==> src/rtl/usb1_host_reg_arb_if.sv <==
// Bundle of the arbiter's requester-side and core-side register bus signals.
// slave = arbiter view, master = the requesters and core that drive it.
interface usb1_host_reg_arb_if #(
  parameter int unsigned NUM_CH = 2,
  parameter int unsigned AW     = 6,
  parameter int unsigned DW     = 32,
  parameter int unsigned TMO_W  = 8
);
  localparam int unsigned CHW = (NUM_CH > 1) ? $clog2(NUM_CH) : 1;
  localparam int unsigned BEW = DW / 8;

  logic [NUM_CH-1:0]     ch_stb_i;
  logic [NUM_CH-1:0]     ch_we_i;
  logic [NUM_CH*AW-1:0]  ch_adr_i;
  logic [NUM_CH*DW-1:0]  ch_dat_i;
  logic [NUM_CH*BEW-1:0] ch_sel_i;
  logic [DW-1:0]         ch_dat_o;
  logic [NUM_CH-1:0]     ch_ack_o;
  logic [NUM_CH-1:0]     ch_err_o;
  logic                  reg_cs;
  logic                  reg_wr;
  logic [AW-1:0]         reg_addr;
  logic [DW-1:0]         reg_wdata;
  logic [BEW-1:0]        reg_be;
  logic [DW-1:0]         reg_rdata;
  logic                  reg_ack;
  logic [TMO_W-1:0]      tmo_limit_i;
  logic                  busy_o;
  logic [CHW-1:0]        grant_o;
  logic [7:0]            tmo_cnt_o;

  modport slave (
    input  ch_stb_i, ch_we_i, ch_adr_i, ch_dat_i, ch_sel_i, reg_rdata, reg_ack, tmo_limit_i,
    output ch_dat_o, ch_ack_o, ch_err_o, reg_cs, reg_wr, reg_addr, reg_wdata, reg_be,
           busy_o, grant_o, tmo_cnt_o
  );

  modport master (
    output ch_stb_i, ch_we_i, ch_adr_i, ch_dat_i, ch_sel_i, reg_rdata, reg_ack, tmo_limit_i,
    input  ch_dat_o, ch_ack_o, ch_err_o, reg_cs, reg_wr, reg_addr, reg_wdata, reg_be,
           busy_o, grant_o, tmo_cnt_o
  );
endinterface

==> src/rtl/usb1_host_reg_arb.sv <==
// Round-robin arbiter sharing one usbh_core register port among NUM_CH requesters,
// with per-transaction timeout/error response and a saturating timeout counter.
module usb1_host_reg_arb #(
  parameter int unsigned NUM_CH = 2,
  parameter int unsigned AW     = 6,
  parameter int unsigned DW     = 32,
  parameter int unsigned TMO_W  = 8
) (
  input  logic                usb_clk_i,
  input  logic                usb_rstn_i,
  usb1_host_reg_arb_if.slave  bus
);
  localparam int unsigned CHW = (NUM_CH > 1) ? $clog2(NUM_CH) : 1;
  localparam int unsigned BEW = DW / 8;

  typedef enum logic [1:0] {IDLE, XFER, RESP} state_e;

  state_e            state_q, state_d;
  logic [CHW-1:0]    rr_ptr_q, rr_ptr_d;
  logic [CHW-1:0]    grant_q, grant_d;
  logic              busy_q, busy_d;
  logic              reg_cs_q, reg_cs_d;
  logic              reg_wr_q, reg_wr_d;
  logic [AW-1:0]     reg_addr_q, reg_addr_d;
  logic [DW-1:0]     reg_wdata_q, reg_wdata_d;
  logic [BEW-1:0]    reg_be_q, reg_be_d;
  logic [DW-1:0]     ch_dat_q, ch_dat_d;
  logic [NUM_CH-1:0] ch_ack_q, ch_ack_d;
  logic [NUM_CH-1:0] ch_err_q, ch_err_d;
  logic [TMO_W-1:0]  timer_q, timer_d;
  logic [7:0]        tmo_cnt_q, tmo_cnt_d;

  logic              hit;
  logic [CHW-1:0]    sel;
  logic              tmo_hit;

  // Round-robin pick: first requester at or above rr_ptr, else first below it.
  always_comb begin
    hit = 1'b0;
    sel = '0;
    for (int j = 0; j < int'(NUM_CH); j++) begin
      if (!hit && bus.ch_stb_i[j] && (CHW'(j) >= rr_ptr_q)) begin
        hit = 1'b1;
        sel = CHW'(j);
      end
    end
    for (int j = 0; j < int'(NUM_CH); j++) begin
      if (!hit && bus.ch_stb_i[j] && (CHW'(j) < rr_ptr_q)) begin
        hit = 1'b1;
        sel = CHW'(j);
      end
    end
  end

  assign tmo_hit = (bus.tmo_limit_i != '0) && (timer_q == bus.tmo_limit_i - TMO_W'(1));

  always_comb begin
    state_d     = state_q;
    rr_ptr_d    = rr_ptr_q;
    grant_d     = grant_q;
    busy_d      = busy_q;
    reg_cs_d    = reg_cs_q;
    reg_wr_d    = reg_wr_q;
    reg_addr_d  = reg_addr_q;
    reg_wdata_d = reg_wdata_q;
    reg_be_d    = reg_be_q;
    ch_dat_d    = ch_dat_q;
    ch_ack_d    = '0;
    ch_err_d    = '0;
    timer_d     = timer_q;
    tmo_cnt_d   = tmo_cnt_q;

    case (state_q)
      IDLE: begin
        if (hit) begin
          for (int j = 0; j < int'(NUM_CH); j++) begin
            if (CHW'(j) == sel) begin
              reg_wr_d    = bus.ch_we_i[j];
              reg_addr_d  = bus.ch_adr_i[j*AW +: AW];
              reg_wdata_d = bus.ch_dat_i[j*DW +: DW];
              reg_be_d    = bus.ch_sel_i[j*BEW +: BEW];
            end
          end
          reg_cs_d = 1'b1;
          busy_d   = 1'b1;
          grant_d  = sel;
          timer_d  = '0;
          rr_ptr_d = (sel == CHW'(NUM_CH - 1)) ? '0 : sel + CHW'(1);
          state_d  = XFER;
        end
      end
      XFER: begin
        timer_d = timer_q + TMO_W'(1);
        // Ack takes priority over a timeout landing in the same cycle.
        if (bus.reg_ack) begin
          reg_cs_d = 1'b0;
          ch_dat_d = reg_wr_q ? '0 : bus.reg_rdata;
          for (int j = 0; j < int'(NUM_CH); j++) begin
            if (CHW'(j) == grant_q) ch_ack_d[j] = 1'b1;
          end
          state_d = RESP;
        end else if (tmo_hit) begin
          reg_cs_d = 1'b0;
          ch_dat_d = '0;
          for (int j = 0; j < int'(NUM_CH); j++) begin
            if (CHW'(j) == grant_q) ch_err_d[j] = 1'b1;
          end
          tmo_cnt_d = (tmo_cnt_q == 8'hFF) ? tmo_cnt_q : tmo_cnt_q + 8'd1;
          state_d   = RESP;
        end
      end
      RESP: begin
        busy_d  = 1'b0;
        state_d = IDLE;
      end
      default: state_d = IDLE;
    endcase
  end

  always_ff @(posedge usb_clk_i) begin
    if (!usb_rstn_i) begin
      state_q     <= IDLE;
      rr_ptr_q    <= '0;
      grant_q     <= '0;
      busy_q      <= 1'b0;
      reg_cs_q    <= 1'b0;
      reg_wr_q    <= 1'b0;
      reg_addr_q  <= '0;
      reg_wdata_q <= '0;
      reg_be_q    <= '0;
      ch_dat_q    <= '0;
      ch_ack_q    <= '0;
      ch_err_q    <= '0;
      timer_q     <= '0;
      tmo_cnt_q   <= '0;
    end else begin
      state_q     <= state_d;
      rr_ptr_q    <= rr_ptr_d;
      grant_q     <= grant_d;
      busy_q      <= busy_d;
      reg_cs_q    <= reg_cs_d;
      reg_wr_q    <= reg_wr_d;
      reg_addr_q  <= reg_addr_d;
      reg_wdata_q <= reg_wdata_d;
      reg_be_q    <= reg_be_d;
      ch_dat_q    <= ch_dat_d;
      ch_ack_q    <= ch_ack_d;
      ch_err_q    <= ch_err_d;
      timer_q     <= timer_d;
      tmo_cnt_q   <= tmo_cnt_d;
    end
  end

  assign bus.reg_cs    = reg_cs_q;
  assign bus.reg_wr    = reg_wr_q;
  assign bus.reg_addr  = reg_addr_q;
  assign bus.reg_wdata = reg_wdata_q;
  assign bus.reg_be    = reg_be_q;
  assign bus.ch_dat_o  = ch_dat_q;
  assign bus.ch_ack_o  = ch_ack_q;
  assign bus.ch_err_o  = ch_err_q;
  assign bus.busy_o    = busy_q;
  assign bus.grant_o   = grant_q;
  assign bus.tmo_cnt_o = tmo_cnt_q;
endmodule

==> src/flat_wrapper.sv <==
// flat-port wrapper written by rule: the top's interface ports become plain ports
module usb1_host_reg_arb_flat 
#(
  parameter int unsigned NUM_CH = 2,
  parameter int unsigned AW     = 6,
  parameter int unsigned DW     = 32,
  parameter int unsigned TMO_W  = 8
)
  (usb_clk_i, usb_rstn_i, bus_ch_stb_i, bus_ch_we_i, bus_ch_adr_i, bus_ch_dat_i, bus_ch_sel_i, bus_reg_rdata, bus_reg_ack, bus_tmo_limit_i, bus_ch_dat_o, bus_ch_ack_o, bus_ch_err_o, bus_reg_cs, bus_reg_wr, bus_reg_addr, bus_reg_wdata, bus_reg_be, bus_busy_o, bus_grant_o, bus_tmo_cnt_o);
  usb1_host_reg_arb_if #(.NUM_CH(NUM_CH), .AW(AW), .DW(DW), .TMO_W(TMO_W)) bus_i ();
  input  logic usb_clk_i;
  input  logic usb_rstn_i;
  input wire logic [$bits(bus_i.ch_stb_i)-1:0] bus_ch_stb_i;
  input wire logic [$bits(bus_i.ch_we_i)-1:0] bus_ch_we_i;
  input wire logic [$bits(bus_i.ch_adr_i)-1:0] bus_ch_adr_i;
  input wire logic [$bits(bus_i.ch_dat_i)-1:0] bus_ch_dat_i;
  input wire logic [$bits(bus_i.ch_sel_i)-1:0] bus_ch_sel_i;
  input wire logic [$bits(bus_i.reg_rdata)-1:0] bus_reg_rdata;
  input wire logic [$bits(bus_i.reg_ack)-1:0] bus_reg_ack;
  input wire logic [$bits(bus_i.tmo_limit_i)-1:0] bus_tmo_limit_i;
  output wire logic [$bits(bus_i.ch_dat_o)-1:0] bus_ch_dat_o;
  output wire logic [$bits(bus_i.ch_ack_o)-1:0] bus_ch_ack_o;
  output wire logic [$bits(bus_i.ch_err_o)-1:0] bus_ch_err_o;
  output wire logic [$bits(bus_i.reg_cs)-1:0] bus_reg_cs;
  output wire logic [$bits(bus_i.reg_wr)-1:0] bus_reg_wr;
  output wire logic [$bits(bus_i.reg_addr)-1:0] bus_reg_addr;
  output wire logic [$bits(bus_i.reg_wdata)-1:0] bus_reg_wdata;
  output wire logic [$bits(bus_i.reg_be)-1:0] bus_reg_be;
  output wire logic [$bits(bus_i.busy_o)-1:0] bus_busy_o;
  output wire logic [$bits(bus_i.grant_o)-1:0] bus_grant_o;
  output wire logic [$bits(bus_i.tmo_cnt_o)-1:0] bus_tmo_cnt_o;
  assign bus_i.ch_stb_i = bus_ch_stb_i;
  assign bus_i.ch_we_i = bus_ch_we_i;
  assign bus_i.ch_adr_i = bus_ch_adr_i;
  assign bus_i.ch_dat_i = bus_ch_dat_i;
  assign bus_i.ch_sel_i = bus_ch_sel_i;
  assign bus_i.reg_rdata = bus_reg_rdata;
  assign bus_i.reg_ack = bus_reg_ack;
  assign bus_i.tmo_limit_i = bus_tmo_limit_i;
  assign bus_ch_dat_o = bus_i.ch_dat_o;
  assign bus_ch_ack_o = bus_i.ch_ack_o;
  assign bus_ch_err_o = bus_i.ch_err_o;
  assign bus_reg_cs = bus_i.reg_cs;
  assign bus_reg_wr = bus_i.reg_wr;
  assign bus_reg_addr = bus_i.reg_addr;
  assign bus_reg_wdata = bus_i.reg_wdata;
  assign bus_reg_be = bus_i.reg_be;
  assign bus_busy_o = bus_i.busy_o;
  assign bus_grant_o = bus_i.grant_o;
  assign bus_tmo_cnt_o = bus_i.tmo_cnt_o;
  usb1_host_reg_arb #(.NUM_CH(NUM_CH), .AW(AW), .DW(DW), .TMO_W(TMO_W)) u_core (.usb_clk_i(usb_clk_i), .usb_rstn_i(usb_rstn_i), .bus(bus_i));
endmodule
==> config.mk <==
export PLATFORM = sky130hd
export DESIGN_NAME = usb1_host_reg_arb_flat
export DESIGN_NICKNAME = d
export VERILOG_FILES = /design/src/rtl/usb1_host_reg_arb_if.sv /design/src/rtl/usb1_host_reg_arb.sv /design/src/flat_wrapper.sv
export SDC_FILE = /design/constraint.sdc
export NUM_CORES = 1
export LEC_CHECK = 0
export BUFFER_PORTS_ARGS = -buffer_cell sky130_fd_sc_hd__buf_2
export CORE_UTILIZATION = 41
export DETAILED_ROUTE_END_ITERATION = 7
export PLACE_DENSITY = 0.79
export SYNTH_ARGS = -nofsm -noshare
export SYNTH_HDL_FRONTEND = slang
export SYNTH_SLANG_ARGS = --single-unit
==> constraint.sdc <==
create_clock -name usb_clk_i -period 2.3 [get_ports usb_clk_i]
set_input_delay 0.345 -clock usb_clk_i [delete_from_list [all_inputs] [get_ports usb_clk_i]]
set_output_delay 0.345 -clock usb_clk_i [all_outputs]
set_load 0.05 [all_outputs]
# Word-level counts from Yosys, hierarchy flattened
# Index checks and enable logic that the tools add are counted.
[word_totals]
word_cells = 86
output_inout_bits = 90
reg_bits = 101
[op_classes]
muxes = 28
bitwise = 5
n_lt_le_gt_ge = 4
n_eq_ne = 6
add_sub_neg = 4
n_reduce_logical = 25
[ops]
columns = ["operator", "n"]
rows = [
  ["32-bit two-way mux", 4],
  ["8-bit by 1-bit adder with 8-bit output, second input constant", 2],
  ["8-bit one-hot mux with 2 select lines", 1],
  ["1-bit two-way mux", 14],
  ["2-bit AND reduction", 5],
  ["8-bit == test", 1],
  ["8-bit == test, second input constant", 1],
  ["1-bit logical AND", 8],
  ["8-bit two-way mux", 1],
  ["8-bit nonzero test", 1],
  ["8-bit by 1-bit subtractor with 8-bit output, second input constant", 1],
  ["2-bit two-way mux", 3],
  ["6-bit two-way mux", 1],
  ["3-bit AND reduction", 2],
  ["2-bit nonzero test", 3],
  ["1-bit NOT", 5],
  ["4-bit two-way mux", 1],
  ["1-bit one-hot mux with 2 select lines", 2],
  ["2-bit one-hot mux with 2 select lines", 1],
  ["4-bit AND reduction", 1],
  ["4-bit OR reduction", 1],
  ["1-bit logical NOT", 3],
  ["3-bit by 2-bit != test with 1-bit output, second input constant", 1],
  ["2-bit by 1-bit == test with 1-bit output, second input constant", 1],
  ["6 further kinds", 8],
]

# Logic depth before layout (Yosys ltp)
[logic_depth]
word_depth = 17
depth_mapped = 9

# Worst setup path after synthesis
# No wires, ideal clock.
[synth_timing]
kind = "in2reg"
from = "input bus_tmo_limit_i[0]"
to = "register u_core.ch_dat_q[22], in the netlist u_core.bus.ch_dat_o[22]"
required_ps = 2183
cell_stages = 9
setup_slack_ps = -111
setup_ps = 117
arrival_ps = 2294
path_cell_list = "inv_1 > ha_1 > or4b_4 > xnor2_1 > o32ai_1 > nor2_1 > o41a_4 > buf_6 > a22o_1"
[synth_between]
elab_chain_cells = 5
elab_cells_between_ends = 6
[synth_lines]
columns = ["element", "line", "rtl"]
rows = [
  ["start, declared", "flat_wrapper.sv:20", "input wire logic [$bits(bus_i.tmo_limit_i)-1:0] bus_tmo_limit_i;"],
  ["8-bit by 1-bit subtractor with 8-bit output", "usb1_host_reg_arb.sv:55", "assign tmo_hit = (bus.tmo_limit_i != '0) && (timer_q == bus.tmo_limit_i - TMO_W'(1));"],
  ["8-bit == test", "usb1_host_reg_arb.sv:55", ""],
  ["1-bit logical AND (*)", "usb1_host_reg_arb.sv:55", ""],
  ["2-bit nonzero test (no line) (*)", "-", ""],
  ["2-bit AND reduction (no line) (*)", "-", ""],
  ["end signal, assigned", "usb1_host_reg_arb.sv:146", "ch_dat_q <= ch_dat_d;"],
  ["end, declared", "usb1_host_reg_arb.sv:27", "logic [DW-1:0] ch_dat_q, ch_dat_d;"],
]
# Mark *: on every way between the ends. The rest lies on a longest branch, timed or not.
# A chain may end at the register's enable or synchronous reset.

# Worst setup path after layout
[layout_timing]
from = "input bus_tmo_limit_i[1]"
to = "register u_core.tmo_cnt_q[4], in the netlist u_core.bus.tmo_cnt_o[4]"
[layout_between]
elab_chain_cells = 4
elab_cells_between_ends = 5
[layout_lines]
columns = ["element", "line", "rtl"]
rows = [
  ["8-bit by 1-bit subtractor with 8-bit output", "usb1_host_reg_arb.sv:55", ""],
  ["8-bit == test", "usb1_host_reg_arb.sv:55", ""],
  ["1-bit logical AND (*)", "usb1_host_reg_arb.sv:55", ""],
  ["4-bit AND reduction (no line) (*)", "-", ""],
  ["end signal, assigned", "usb1_host_reg_arb.sv:150", "tmo_cnt_q <= tmo_cnt_d;"],
  ["end, declared", "usb1_host_reg_arb.sv:31", "logic [7:0] tmo_cnt_q, tmo_cnt_d;"],
]
# Marks and branches as above.

==> metrics.cfg <==
[run_status]
status = finished, final reports clean

[final_layout]
fillers = 876
drive_gt1_share_pct = 41.9
final_cells = 790
fin_nets = 786
areaGrowthSynthToFinish_pct = 36.7
final_area_mm2 = 0.00580
diodes = 0
final_util_pct = 58.5

[routing]
wl_mm = 11.5
drtPass1Iterations = 4
wl_per_cell_um = 14.6
drc = 0
drt_iter0_drc = 137
num_vias = 4105
viasPerCell = 5.20
ant_nets = 0

[setup_path]
crit_chain = buf_2 -> inv_1 -> ha_4 -> or4b_4 -> nor2_1 -> o21ai_1 -> a2111o_1 -> or4_1 -> a21oi_1
setup.worst_path.end_class = flop
path_class = input port to flop
path_buf_inv = 2
crit_family = simple AND/OR/NAND/NOR gates
critPathLaunchType = input port
path_max_fanout = 8
critPathRequiredTime_ps = 2590
max_stage_delay_ps = 490
crit_path_top_delay_cell = a2111o_1
crit_arrival_ps = 2490

[synth]
synthesis.nets = 563
synth_top_area_share_pct = 47.7
ys_seq_area_share_pct = 47.7
synth_cell_type_count = 46
synth.avg_cell_area_um2 = 9.88
synthFlopType = dfxtp_1
syn_area_mm2 = 0.00424
synth_edf_count = 0
yosysMostFrequentCell = dfxtp_1
synthTopCellsByCount = 101 x dfxtp_1, 64 x nor2_1, 45 x mux2i_1
ys_warn_count = 0
ys_ff_latch = 101
synth_largest_area_cell = dfxtp_1
synthArstFlopShare_pct = 0
syn-instance-count = 429
synthTopCellsByArea = dfxtp_1 48%, mux2i_1 11%, a211oi_1 7.6%

[floorplanning]
initial_utilization_pct = 42.8
die_y_um = 104
core-area_mm2 = 0.00991
rows = 36
die_w_um = 104
io_pins = 221
die_area_mm2 = 0.0107

[clock_tree]
cts_made_buffers = 9
cts_num_sinks = 101
cts.reportedPaths.clkPinSlew_ps = 100
cts_max_level = 3
insertion_delay_ps = 360
clock_path_buffers = 2
postCtsSetupBuffers = 0
root_buffer = clkbuf_8
cts_tree = done

[timing]
tns_ps = 0
fmax_ghz = 0.455
hold_ws_ps = 200
rsz0062_at_grt = true
min_period_ps = 2200
setup_violations = 0
slew_headroom_pct = 66.1
finalWorstSetupSlack_ps = 100
clock_skew_ps = 15.2
tightest_slew_ps = 509
finalMaxSlewViolations = 0
hold_viol = 0
min_period_over_period_pct = 95.6

[power]
power_mw = 4.20
vdd_drop_max_mv = 0.352
p_leak_nw = 2.88
power_density_mw_per_mm2 = 725

[placement]
place.gp.congestion = 0.862
placedCellCount = 774
hpwlAfterDp_mm = 8.67
io_buffers = 220
dpl_cell_area_mm2 = 0.00558
pre_cts_slack_ps = -296

[global_routing]
grt_pass1_vias = 4098
globalRoute.totalOverflow = 0
grt_max_degree = 81
antenna_found_initial = 0
track_usage_pct = 21.7
grt_first_pass_wirelength_mm = 19.1

[flow_run]
maxCapViolCount = 0

[hold_path]
min_path_type = input port to flop

-- worst paths after layout --
path	start	to	cells after the start	slack (ps)
worst min register to register	u_core.bus.ch_dat_o[2]$_SDFFE_PN0P_	u_core.bus.ch_dat_o[2]$_SDFFE_PN0P_	1	480
worst min-delay path	bus_reg_rdata[17]	u_core.bus.ch_dat_o[17]$_SDFFE_PN0P_	2	200
worst max-delay path	bus_tmo_limit_i[1]	u_core.bus.tmo_cnt_o[4]$_SDFFE_PN0P_	9	100
worst max register to register	u_core.timer_q[5]$_SDFFE_PN0P_	u_core.bus.ch_dat_o[13]$_SDFFE_PN0P_	6	180
-- power by group --
group	total [mW]	switching (mW)	internal [mW]
clock network	1.01	0.610	0.397
registers	1.97	0.0785	1.89
logic	1.23	0.845	0.380
-- cell usage in the layout (no fill, tap or decap), types with 2 or more instances in the layout --
master	Yosys	routed
xnor2_1	6	6
nor4_4	0	2
nor2_1	64	62
nand2b_1	2	2
mux2i_1	45	45
nor2_2	0	2
clkbuf_1	19	2
nand3_1	5	5
nor3_1	6	5
a22o_1	32	32
a21oi_2	0	2
xor2_1	10	10
buf_2	1	220
a211oi_1	43	43
o32ai_1	2	2
and3_1	2	2
o31ai_1	4	4
clkbuf_8	0	9
or3_1	5	5
o21ai_0	7	6
inv_1	8	7
dfxtp_1	101	100
clkinv_4	0	2
ha_1	3	2
nand4_1	3	3
or4_1	4	2
a21oi_1	11	9
clkinvlp_4	0	2
buf_4	1	19
nand2_1	12	12
buf_12	0	2
and4_1	2	2
or4_4	0	2
o21a_1	2	2
a21boi_0	2	2
-- kinds of logic after synthesis --
family | synth area share [%]
buf+inv | 4.01
simple gates | 13.2
xor+xnor | 3.31
compound gates | 20.0
flops | 47.7
fa+ha+maj | 0.886
mux | 10.9
-- flip-flops by register name (all words and copies together), names as in the netlist --
name and flops:
u_core.bus.busy_o 1, u_core.bus.ch_ack_o 2, u_core.bus.ch_dat_o 32, u_core.bus.ch_err_o 2
u_core.bus.grant_o 1, u_core.bus.reg_addr 6, u_core.bus.reg_be 4, u_core.bus.reg_cs 1
u_core.bus.reg_wdata 32, u_core.bus.reg_wr 1, u_core.bus.tmo_cnt_o 8, u_core.rr_ptr_q 1
u_core.state_q 2, u_core.timer_q 8
-- cell type report --
class	count	area [um^2]	share of cell area [%]
Tap cell	133	166	2.87
Clock buffer	11	131	2.27
Sequential cell	101	2020	34.9
Timing Repair Buffer	242	1290	22.3
Multi-Input combinational cell	290	2110	36.5
Clock inverter	5	37.5	0.648
Inverter	8	30.0	0.518
-- routing by layer --
layer  vias to the layer above  global-route usage, %  part of all wire, %
met3                        30                   5.16                  5.9
met4                         0                   8.37                  2.4
met5                         -                      0                    0
met1                      1886                   25.2                   41
met2                       162                   38.3                   51
li1                       2027                      -                    -
-- timing repair --
item	CTS	global route
hold endpoints to repair	0	0
endpoints found under the setup margin	0	9
hold buffers	0	0
gates resized for setup	0	10
Note: power is estimated with default switching activity, not from simulation.
